**config.mk**
```make
export PLATFORM = sky130hd
export DESIGN_NAME = imem_read_arbiter
export DESIGN_NICKNAME = d
export VERILOG_FILES = /design/src/rtl/imem_read_arbiter.sv
export SDC_FILE = /design/constraint.sdc
export NUM_CORES = 1
export LEC_CHECK = 0
export BUFFER_PORTS_ARGS = -buffer_cell sky130_fd_sc_hd__buf_2
export CELL_PAD_IN_SITES_DETAIL_PLACEMENT = 0
export CELL_PAD_IN_SITES_GLOBAL_PLACEMENT = 1
export CORE_MARGIN = 3
export CORE_UTILIZATION = 31
export DETAILED_ROUTE_END_ITERATION = 7
export PLACE_DENSITY_LB_ADDON = 0.1
export SETUP_SLACK_MARGIN = 0.02
export SLEW_MARGIN = 20
export SYNTH_ARGS = -nofsm -noshare
export SYNTH_HDL_FRONTEND = slang
export SYNTH_SLANG_ARGS = --single-unit
export TNS_END_PERCENT = 30
```
**constraint.sdc**
```tcl
create_clock -name clk -period 3.66 [get_ports clk]
set_clock_uncertainty 0.15 [all_clocks]
set_input_delay 0.366 -clock clk [delete_from_list [all_inputs] [get_ports clk]]
set_output_delay 0.366 -clock clk [all_outputs]
set_load 0.005 [all_outputs]
```
**src/rtl/imem_read_arbiter.sv**
```systemverilog
// Two-master, single-outstanding read arbiter for the instruction memory port.
// Demand refills (IC) win; a starvation counter bounds prefetch (SB) wait.
module imem_read_arbiter #(
   parameter int         ADDR_WIDTH   = 32,
   parameter int         DATA_WIDTH   = 32,
   parameter logic [3:0] IC_ID        = 4'd0,
   parameter logic [3:0] SB_ID        = 4'd2,
   parameter int         STARVE_LIMIT = 4
) (
   input  logic                  clk,
   input  logic                  rst_n,

   input  logic                  ic_arvalid,
   input  logic [ADDR_WIDTH-1:0] ic_araddr,
   input  logic [3:0]            ic_arlen,
   output logic                  ic_arready,
   output logic                  ic_rvalid,
   input  logic                  ic_rready,

   input  logic                  sb_arvalid,
   input  logic [ADDR_WIDTH-1:0] sb_araddr,
   input  logic [3:0]            sb_arlen,
   output logic                  sb_arready,
   output logic                  sb_rvalid,
   input  logic                  sb_rready,

   output logic [DATA_WIDTH-1:0] m_rdata,
   output logic                  m_rlast,

   output logic                  mem_arvalid,
   output logic [ADDR_WIDTH-1:0] mem_araddr,
   output logic [3:0]            mem_arlen,
   output logic [3:0]            mem_arid,
   input  logic                  mem_arready,
   input  logic                  mem_rvalid,
   input  logic [DATA_WIDTH-1:0] mem_rdata,
   input  logic                  mem_rlast,
   output logic                  mem_rready,

   output logic                  protocol_err
);

   localparam int SW = $clog2(STARVE_LIMIT + 1);
   localparam logic [SW-1:0] STARVE_MAX = SW'(STARVE_LIMIT);

   typedef enum logic [1:0] {
      IDLE = 2'd0,
      ADDR = 2'd1,
      DATA = 2'd2
   } state_t;

   state_t                state;
   state_t                state_nxt;
   logic                  owner;
   logic                  owner_nxt;
   logic [4:0]            beat_cnt;
   logic [4:0]            beat_nxt;
   logic [SW-1:0]         starve;
   logic [SW-1:0]         starve_nxt;
   logic                  err_nxt;
   logic [ADDR_WIDTH-1:0] addr_nxt;
   logic [3:0]            len_nxt;
   logic [3:0]            id_nxt;

   logic                  starved;
   logic                  grant_ic;
   logic                  grant_sb;
   logic                  hs;
   logic                  beat_match;

   // owner: 0 = IC, 1 = SB
   always_comb begin
      starved  = (starve == STARVE_MAX);
      grant_sb = rst_n && (state == IDLE) && sb_arvalid
                 && (!ic_arvalid || starved);
      grant_ic = rst_n && (state == IDLE) && ic_arvalid
                 && !grant_sb;
   end

   always_comb begin
      ic_arready  = grant_ic;
      sb_arready  = grant_sb;
      mem_arvalid = (state == ADDR);
      ic_rvalid   = 1'b0;
      sb_rvalid   = 1'b0;
      mem_rready  = 1'b1;
      if (state == DATA) begin
         if (owner) begin
            sb_rvalid  = mem_rvalid;
            mem_rready = sb_rready;
         end else begin
            ic_rvalid  = mem_rvalid;
            mem_rready = ic_rready;
         end
      end
   end

   assign m_rdata = mem_rdata;
   assign m_rlast = mem_rlast;

   always_comb begin
      hs         = (state == DATA) && mem_rvalid && mem_rready;
      beat_match = (beat_cnt == {1'b0, mem_arlen});
   end

   always_comb begin
      state_nxt  = state;
      owner_nxt  = owner;
      beat_nxt   = beat_cnt;
      starve_nxt = starve;
      addr_nxt   = mem_araddr;
      len_nxt    = mem_arlen;
      id_nxt     = mem_arid;
      err_nxt    = protocol_err;
      unique case (state)
         IDLE: begin
            if (grant_sb) begin
               state_nxt  = ADDR;
               owner_nxt  = 1'b1;
               beat_nxt   = '0;
               starve_nxt = '0;
               addr_nxt   = sb_araddr;
               len_nxt    = sb_arlen;
               id_nxt     = SB_ID;
            end else if (grant_ic) begin
               state_nxt = ADDR;
               owner_nxt = 1'b0;
               beat_nxt  = '0;
               addr_nxt  = ic_araddr;
               len_nxt   = ic_arlen;
               id_nxt    = IC_ID;
               if (!sb_arvalid) begin
                  starve_nxt = '0;
               end else if (!starved) begin
                  starve_nxt = starve + SW'(1);
               end
            end
         end
         ADDR: begin
            if (mem_arready) begin
               state_nxt = DATA;
            end
         end
         DATA: begin
            if (hs) begin
               beat_nxt = beat_cnt + 5'd1;
               // rlast must coincide exactly with beat index == arlen
               if (mem_rlast != beat_match) begin
                  err_nxt = 1'b1;
               end
               if (mem_rlast) begin
                  state_nxt = IDLE;
               end
            end
         end
         default: begin
            state_nxt = IDLE;
         end
      endcase
   end

   always_ff @(posedge clk or negedge rst_n) begin
      if (!rst_n) begin
         state        <= IDLE;
         owner        <= 1'b0;
         beat_cnt     <= '0;
         starve       <= '0;
         protocol_err <= 1'b0;
         mem_araddr   <= '0;
         mem_arlen    <= '0;
         mem_arid     <= '0;
      end else begin
         state        <= state_nxt;
         owner        <= owner_nxt;
         beat_cnt     <= beat_nxt;
         starve       <= starve_nxt;
         protocol_err <= err_nxt;
         mem_araddr   <= addr_nxt;
         mem_arlen    <= len_nxt;
         mem_arid     <= id_nxt;
      end
   end

endmodule
```
==> Flow_metrics.wiki, run 1 <==
{| class="wikitable"
! Metric !! Value
|-
| Synthesized cell area || 0.00280 mm^2
|-
| Maximum buffer depth of the clock tree || 2
|-
| Port-buffer cells || 125
|-
| Portion of the post-synthesis area used by sequential elements || 0.428
|-
| Root buffer cell || sky130_fd_sc_hd__clkbuf_8
|-
| Type of element capturing the critical path || primary output
|-
| Post CTS Setup Buffer Count || 0
|-
| Areal power density over the cells || 637 mW/mm^2
|-
| Share of total power consumed by net switching || 0.369
|-
| Final Net Count || 509
|-
| Fill cell count || 937
|-
| DIE WIDTH || 101 um
|-
| Worst Slack Setup Final || 1130 ps
|-
| Cells along the critical path || nor3b_4, nand2_2, a21oi_1, buf_2
|-
| Site Rows || 34
|-
| Number of distinct standard cells referenced by the synthesized netlist || 34
|-
| Pin count of the biggest net entering global routing || 49
|-
| Slowest stage cell, crit path || sky130_fd_sc_hd__nand2_2
|-
| Final HPWL DP || 4980 um
|-
| Clock share of power || 0.144
|-
| Required time reported for the critical path endpoint || 3140 ps
|-
| Yosys warning count || 0
|-
| Area enclosed by the die boundary || 0.0102 mm^2
|-
| Time the worst path needs with I/O delays and setup || 2530 ps
|-
| Maximum ir drop on the vdd rail || 195 uV
|-
| Starting utilization of the core area || 0.320
|-
| Antenna violations before repair || 1
|-
| Post-synth ARST share || 1.00
|-
| DRC violation count after routing || 0
|-
| Count of antenna-violating nets left after detailed routing || 0
|-
| Total chip power || 0.00209 W
|-
| Sequential fraction of design power || 0.434
|-
| Final WL || 7370 um
|-
| Number of global-route vias before repair || 2510
|-
| Slew Viols, Final || 0
|-
| Wire length of the first global-routing pass || 12200 um
|-
| Antenna diode count || 0
|-
| Final setup violation count || 0
|-
| Worst slack, placed || 1340 ps
|-
| Net load switching power || 0.000772 W
|-
| Total area of sequential cells || 0.00120 mm^2
|-
| Count of flip-flops with a built-in enable after synthesis || 0
|-
| Prevailing post-synth register cell || sky130_fd_sc_hd__dfrtp_1
|-
| Critical Path AT || 2020 ps
|-
| Type of the worst setup path || reg -> out
|-
| Last weighted congestion value of the routability-driven placer || 0.743
|-
| Number of I/O pins || 193
|-
| Internal cell power || 0.00132 W
|-
| Iter 0 DRT Violations || 55
|-
| Fraction of layout instances using a drive strength above 1 || 0.440
|-
| Area Growth Syn to Fin || 17.0%
|-
| Overflow left after global routing || 0
|-
| Max Freq || 395 MHz
|-
| Clock Sink Count || 48
|-
| # resized after CTS || 0
|-
| Post-DR wirelength/cell || 14.7 um
|-
| Area used by multi-input combinational logic || 0.00120 mm^2
|-
| Total CTS buffers || 5
|-
| Type of element launching the critical path || flip-flop
|-
| Most common library cell in the layout ignoring fill and taps || sky130_fd_sc_hd__buf_2
|-
| Highest net fanout along the worst path || 37
|-
| Final hold vios || 0
|-
| Status || completed
|-
| Slowest stage delay, CP || 510 ps
|-
| Combined buffer and inverter count along the critical path || 1
|-
| Initial DRT Pass Iterations || 6
|-
| Global-route usage over all layers || 0.150
|-
| Slew at the pin with the worst max-slew slack || 900 ps
|-
| Maxcap violations || 0
|-
| Via Count || 2376
|-
| Setup_tns || 0 ps
|-
| Tightest slew margin relative to the limit || 0.400
|-
| Number of flip-flops and latches in the synthesized netlist || 48
|-
| Commonest non-fill, non-tap cells in the layout || sky130_fd_sc_hd__buf_2, sky130_fd_sc_hd__nor2_1, sky130_fd_sc_hd__dfrtp_1, sky130_fd_sc_hd__nor3_1, sky130_fd_sc_hd__nor3_2
|-
| Via density per instance || 4.74
|-
| RSZ-0062 raised after global routing || no
|-
| Synthesized area divided by synthesized cell count || 9.04 um^2
|-
| Core outline area || 0.00876 mm^2
|-
| Clock tree from TritonCTS || done
|-
| Die H || 101 um
|-
| Logic gate share of total power || 0.422
|-
| Final worst path period share || 0.692
|-
| Synth Instances || 310
|-
| Clock network latency to the later pin of the worst-skew pair || 290 ps
|-
| Largest delay share family, worst path || simple AND/OR/NAND/NOR gates
|-
| Leakage power total || 1.56 nW
|-
| Level count of the clock H-tree || 2
|-
| Number of hold-repair buffers added at the cts stage || 0
|-
| HP Class || in -> async
|-
| Clock transition time at the flip-flop clock pins of the worst setup and hold paths || 80 ps
|}
## state kept, by name, summed over array words and instances, names as in the netlist
name          count
beat_cnt          5
protocol_err      1
starve            3
mem_araddr       32
mem_arid          1
state             2
mem_arlen         4
## final timing paths
path	startpoint	to	slack, ps	depth (start not counted)
max in group asynchronous	rst_n	mem_araddr[13]	2890	2
worst max-delay path	state[1]	ic_arready	1130	4
min in group clk	mem_arready	state[0]	140	2
worst min-delay path	rst_n	state[1]	20	2
worst max register to register	state[1]	mem_araddr[22]	1510	4
worst min register to register	protocol_err	protocol_err	340	2
## worst reg2reg max path: stages, from the launching register on
cell and delay, ps:
sky130_fd_sc_hd__dfrtp_1 430, sky130_fd_sc_hd__nor3b_4 370, sky130_fd_sc_hd__o21a_2 810, sky130_fd_sc_hd__nor2_1 120
sky130_fd_sc_hd__nor3_2 210
## final cells by class
type	instances	area share
sequential	48	0.366
inverter	7	0.00801
timing repair buffer	127	0.195
clock buffer	6	0.0221
clock inverter	1	0.00152
tap	108	0.0412
multi-input combinational	204	0.366
## per-layer routing
metal	track usage	vias to the layer above	wire length, um
met4	0.0317	2	66
li1	-	1155	-
met3	0.0581	11	707
met5	0	-	13
met1	0.194	1104	3070
met2	0.238	104	3520
## synth_stat cells, types with 2 or more instances
library cell | number | area (um^2)
sky130_fd_sc_hd__nor2_1 | 75 | 282
sky130_fd_sc_hd__dfrtp_1 | 48 | 1200
sky130_fd_sc_hd__nor3_1 | 42 | 210
sky130_fd_sc_hd__buf_4 | 39 | 293
sky130_fd_sc_hd__nor3_2 | 33 | 330
sky130_fd_sc_hd__buf_2 | 7 | 35.0
sky130_fd_sc_hd__inv_1 | 6 | 22.5
sky130_fd_sc_hd__xor2_1 | 6 | 52.6
sky130_fd_sc_hd__nand2_1 | 5 | 18.8
sky130_fd_sc_hd__nand4_1 | 5 | 31.3
sky130_fd_sc_hd__o21ai_0 | 5 | 25.0
sky130_fd_sc_hd__buf_6 | 4 | 45.0
sky130_fd_sc_hd__nand3_1 | 4 | 20.0
sky130_fd_sc_hd__and2_1 | 3 | 18.8
sky130_fd_sc_hd__clkbuf_1 | 3 | 11.3
sky130_fd_sc_hd__ha_1 | 3 | 37.5
sky130_fd_sc_hd__a21oi_1 | 2 | 10.0
sky130_fd_sc_hd__nand2b_1 | 2 | 12.5
sky130_fd_sc_hd__nor2b_1 | 2 | 12.5
sky130_fd_sc_hd__o2111ai_1 | 2 | 17.5
## metrics by stage
step | utilization | cells | cell area, um^2 | hold slack, ps
CTS | 0.375 | 501 | 3280 | 65.5
global placement | 0.366 | 494 | 3200 | 312
detailed placement | 0.366 | 494 | 3200 | 313
global route | 0.375 | 501 | 3280 | 96.2
floorplan | - | 312 | 2810 | -79.6
finish | 0.375 | 501 | 3280 | 22.6
## kinds of logic (layout without fill, tap and decap cells)
logic type | after synthesis | in the layout | share of synthesized area
other | 1 | 3 | 0.00134
and+or+nand+nor | 175 | 175 | 0.349
adders and majority gates | 3 | 3 | 0.0134
DFF | 48 | 48 | 0.428
AOI/OAI and AO/OA | 15 | 15 | 0.0353
buffers and inverters | 60 | 141 | 0.146
xor gates and xnor gates | 7 | 7 | 0.0219
muxes | 1 | 1 | 0.00402
## power by group through the flow
stage / Clock [W] / Sequential [W] / Combinational, W
global placement: 0 / 0.000923 / 0.000892
floorplan: 0 / 0.000912 / 0.000587
detailed placement: 0 / 0.000915 / 0.000905
CTS: 0.000323 / 0.000911 / 0.000906
global route: 0.000347 / 0.000940 / 0.00101
finish: 0.000302 / 0.000908 / 0.000883
Note: power is estimated with default switching activity, not from simulation.
==> run 2: changes to the inputs <==
--- a/config.mk
+++ b/config.mk
@@ -9,7 +9,7 @@
 export CELL_PAD_IN_SITES_DETAIL_PLACEMENT = 0
 export CELL_PAD_IN_SITES_GLOBAL_PLACEMENT = 1
 export CORE_MARGIN = 3
-export CORE_UTILIZATION = 31
+export CORE_UTILIZATION = 29
 export DETAILED_ROUTE_END_ITERATION = 7
 export PLACE_DENSITY_LB_ADDON = 0.1
 export SETUP_SLACK_MARGIN = 0.02
==> constraint.sdc (replaced) <==
create_clock -name clk -period 2.5 [get_ports clk]
set_clock_uncertainty 0.15 [all_clocks]
set_input_delay 0.25 -clock clk [delete_from_list [all_inputs] [get_ports clk]]
set_output_delay 0.25 -clock clk [all_outputs]
set_load 0.005 [all_outputs]
==> run 2 against run 1 <==
Cell area increased by 2.6%. Die area increased by 6.5%. Global-route usage is 0.89 points lower. Largest cell class unchanged. Clock power rose by 48%. Critical endpoint is now sb_arready. Worst hold slack gained 27 ps. Critical path depth grew 2. Sequential cell count stayed put.
==> Flow_metrics.wiki, run 2 (synthesis results as in run 1) <==
{| class="wikitable"
! Metric !! Value
|-
| Post-Layout Inst Area || 0.00337 mm^2 (+2.6%)
|-
| Destination of the worst register-to-register timing path || mem_araddr[1]
|-
| Post-DR wirelength/cell || 14.5 um (-1.2%)
|-
| Total CTS buffers || 5 (unchanged)
|-
| Path depth of the worst reg2reg path || 7 (+3)
|-
| Final hold vios || 0 (unchanged)
|-
| Count of antenna-violating nets left after detailed routing || 0 (unchanged)
|-
| Final WL || 7670 um (+4.0%)
|-
| Type of element capturing the critical path || primary output
|-
| Clock tree from TritonCTS || done
|-
| Pin count of the biggest net entering global routing || 49 (unchanged)
|-
| Final design utilization || 0.361 (-0.0137)
|-
| Combined buffer and inverter count along the critical path || 3 (+2)
|-
| Clock transition time at the flip-flop clock pins of the worst setup and hold paths || 90 ps (about the same)
|-
| Largest delay share family, worst path || buffers and inverters
|-
| Total area of sequential cells || 0.00120 mm^2 (unchanged)
|-
| Overflow left after global routing || 0 (unchanged)
|-
| Initial DRT Pass Iterations || 4 (-2)
|-
| Slew Viols, Final || 0 (unchanged)
|-
| Level count of the clock H-tree || 2 (unchanged)
|-
| Slowest stage delay, CP || 380 ps (-130 ps)
|-
| Max Freq || 460 MHz
|-
| Largest registers || mem_araddr: 32 flops, beat_cnt: 5 flops, mem_arlen: 4 flops
|-
| Count of cells along the worst hold path || 3
|-
| Die H || 104 um (+3.2%)
|-
| Global-route usage over all layers || 0.141 (-0.00895)
|-
| Worst reg-to-reg setup slack || 610 ps (-900 ps)
|-
| Critical Path AT || 1770 ps (-250 ps)
|-
| Leakage power total || 1.58 nW (+1.7%)
|-
| Setup_tns || 0 ps (unchanged)
|-
| Site Rows || 35 (+2.9%)
|-
| Final worst path period share || 0.869
|-
| Antenna diode count || 0 (unchanged)
|-
| Largest register FFs || 32 (unchanged)
|-
| Area post-placement || 0.00327 mm^2 (+1.9%)
|-
| Starting utilization of the core area || 0.301 (-0.0194)
|-
| Cells along the critical path || inv_1, ha_1, a21bo_2, nand3_2, inv_4, buf_2
|-
| HP Class || in -> reg
|-
| Slew at the pin with the worst max-slew slack || 634 ps (-266 ps)
|-
| Status || completed
|-
| Core outline area || 0.00933 mm^2 (+6.4%)
|-
| Area enclosed by the die boundary || 0.0109 mm^2 (+6.5%)
|-
| Fraction of layout instances using a drive strength above 1 || 0.442 (+0.00201)
|-
| Time the worst path needs with I/O delays and setup || 2170 ps
|-
| Type of the worst setup path || reg -> out
|-
| Hold Path Sink || mem_araddr[18]
|-
| Port-buffer cells || 125 (unchanged)
|-
| Maximum ir drop on the vdd rail || 376 uV (+93%)
|-
| Type of element launching the critical path || flip-flop
|-
| Root buffer cell || sky130_fd_sc_hd__clkbuf_8
|-
| Largest reg by FF count || mem_araddr
|-
| Final setup violation count || 0 (unchanged)
|-
| Tightest slew margin relative to the limit || 0.578 (+0.177)
|-
| Clock Sink Count || 48 (unchanged)
|-
| Number of global-route vias before repair || 2462 (-1.9%)
|-
| Iter 0 DRT Violations || 39 (-29%)
|-
| Clock network latency to the later pin of the worst-skew pair || 300 ps (about the same)
|-
| Maxcap violations || 0 (unchanged)
|-
| Areal power density over the cells || 925 mW/mm^2 (+45%)
|-
| Via density per instance || 4.47 (-5.8%)
|-
| Number of I/O pins || 193 (unchanged)
|-
| Startpoint of the most critical hold path || ic_araddr[18]
|-
| DRC violation count after routing || 0 (unchanged)
|-
| DIE WIDTH || 104 um (+3.2%)
|-
| Highest net fanout along the worst path || 37 (unchanged)
|-
| Area used by multi-input combinational logic || 0.00120 mm^2 (unchanged)
|-
| Required time reported for the critical path endpoint || 2100 ps (-1040 ps)
|-
| Area Growth Syn to Fin || 20.0%
|-
| Commonest non-fill, non-tap cells in the layout || sky130_fd_sc_hd__buf_2, sky130_fd_sc_hd__nor2_1, sky130_fd_sc_hd__dfrtp_1, sky130_fd_sc_hd__nor3_1, sky130_fd_sc_hd__nor3_2
|-
| Maximum buffer depth of the clock tree || 2 (unchanged)
|-
| Final Net Count || 514 (+0.98%)
|-
| Via Count || 2355 (-0.88%)
|-
| Antenna violations before repair || 1 (unchanged)
|-
| Slowest stage cell, crit path || sky130_fd_sc_hd__dfrtp_1
|-
| RSZ-0062 raised after global routing || no
|-
| Most common library cell in the layout ignoring fill and taps || sky130_fd_sc_hd__buf_2
|-
| Wire length of the first global-routing pass || 12500 um (+2.3%)
|-
| Final HPWL DP || 5280 um (+6.0%)
|-
| Total chip power || 0.00311 W (+49%)
|-
| Launching point of the worst reg2reg path || starve[0]
|-
| Fill cell count || 1008 (+7.6%)
|-
| Last weighted congestion value of the routability-driven placer || 0.746 (+0.43%)
|}
-- run 2: cell count changes in the layout (fill, tap and decap cells not counted) --
cell,previous run,this run
sky130_fd_sc_hd__buf_4,2,4
sky130_fd_sc_hd__dlygate4sd3_1,0,2
sky130_fd_sc_hd__buf_12,0,1
sky130_fd_sc_hd__inv_2,1,0
sky130_fd_sc_hd__inv_4,0,1
-- run 2: layout make-up --
type                    instances  share of cell area
clock buffers                   6              0.0216
clock inverters                 1             0.00149
inverters                       7             0.00855
multi-input cells             204               0.357
flip-flops and latches         48               0.357
well taps                     129              0.0480
repair buffers                132               0.207
-- run 2: how the worst max path moves through the flow --
| stage | depth (start not counted) | endpoint | slack, ps | startpoint |
|---|---|---|---|---|
| after floorplan | 8 | mem_araddr[25] | 860 | starve[0] |
| after global placement | 6 | sb_arready | 450 | starve[0] |
| after detailed placement | 6 | sb_arready | 420 | starve[0] |
| after CTS | 6 | sb_arready | 80 | starve[0] |
| after global routing | 6 | sb_arready | 200 | starve[0] |
| final | 6 | sb_arready | 330 | starve[0] |
-- run 2: worst min-delay path, cell delays in order --
cell                     delay, ps
sky130_fd_sc_hd__buf_2          70
sky130_fd_sc_hd__nor3_1         40
sky130_fd_sc_hd__nor3_2         90
-- run 2: per-layer routing --
layer,vias up,global-route usage,part of all wire,routed length (um)
met5,-,0,0.0017,13
met4,2,0.0399,0.015,112
met3,18,0.0528,0.091,694
met2,99,0.216,0.44,3380
met1,1070,0.184,0.45,3470
li1,1166,-,-,-
-- run 2: through the flow --
stage,instances,setup slack (ps),hold slack (ps)
floorplan,312,856,-196
global placement,518,447,310
detailed placement,518,418,307
CTS,527,76.7,40.7
global route,527,199,44.0
finish,527,328,49.2
-- run 2: power breakdown --
group	switching [W]	internal, W	total (W)	leakage [nW]
registers	0.000224	0.00110	0.00133	0.550
logic	0.000671	0.000668	0.00134	0.990
clock network	0.000257	0.000191	0.000448	0.0410
-- run 2: repair_timing --
item | 4_1_cts | 5_1_grt
hold endpoints to repair | 49 | 0
setup endpoints to repair | 0 | 1
setup buffers | 0 | 0
hold buffers | 2 | 0
resized for setup | 0 | 2
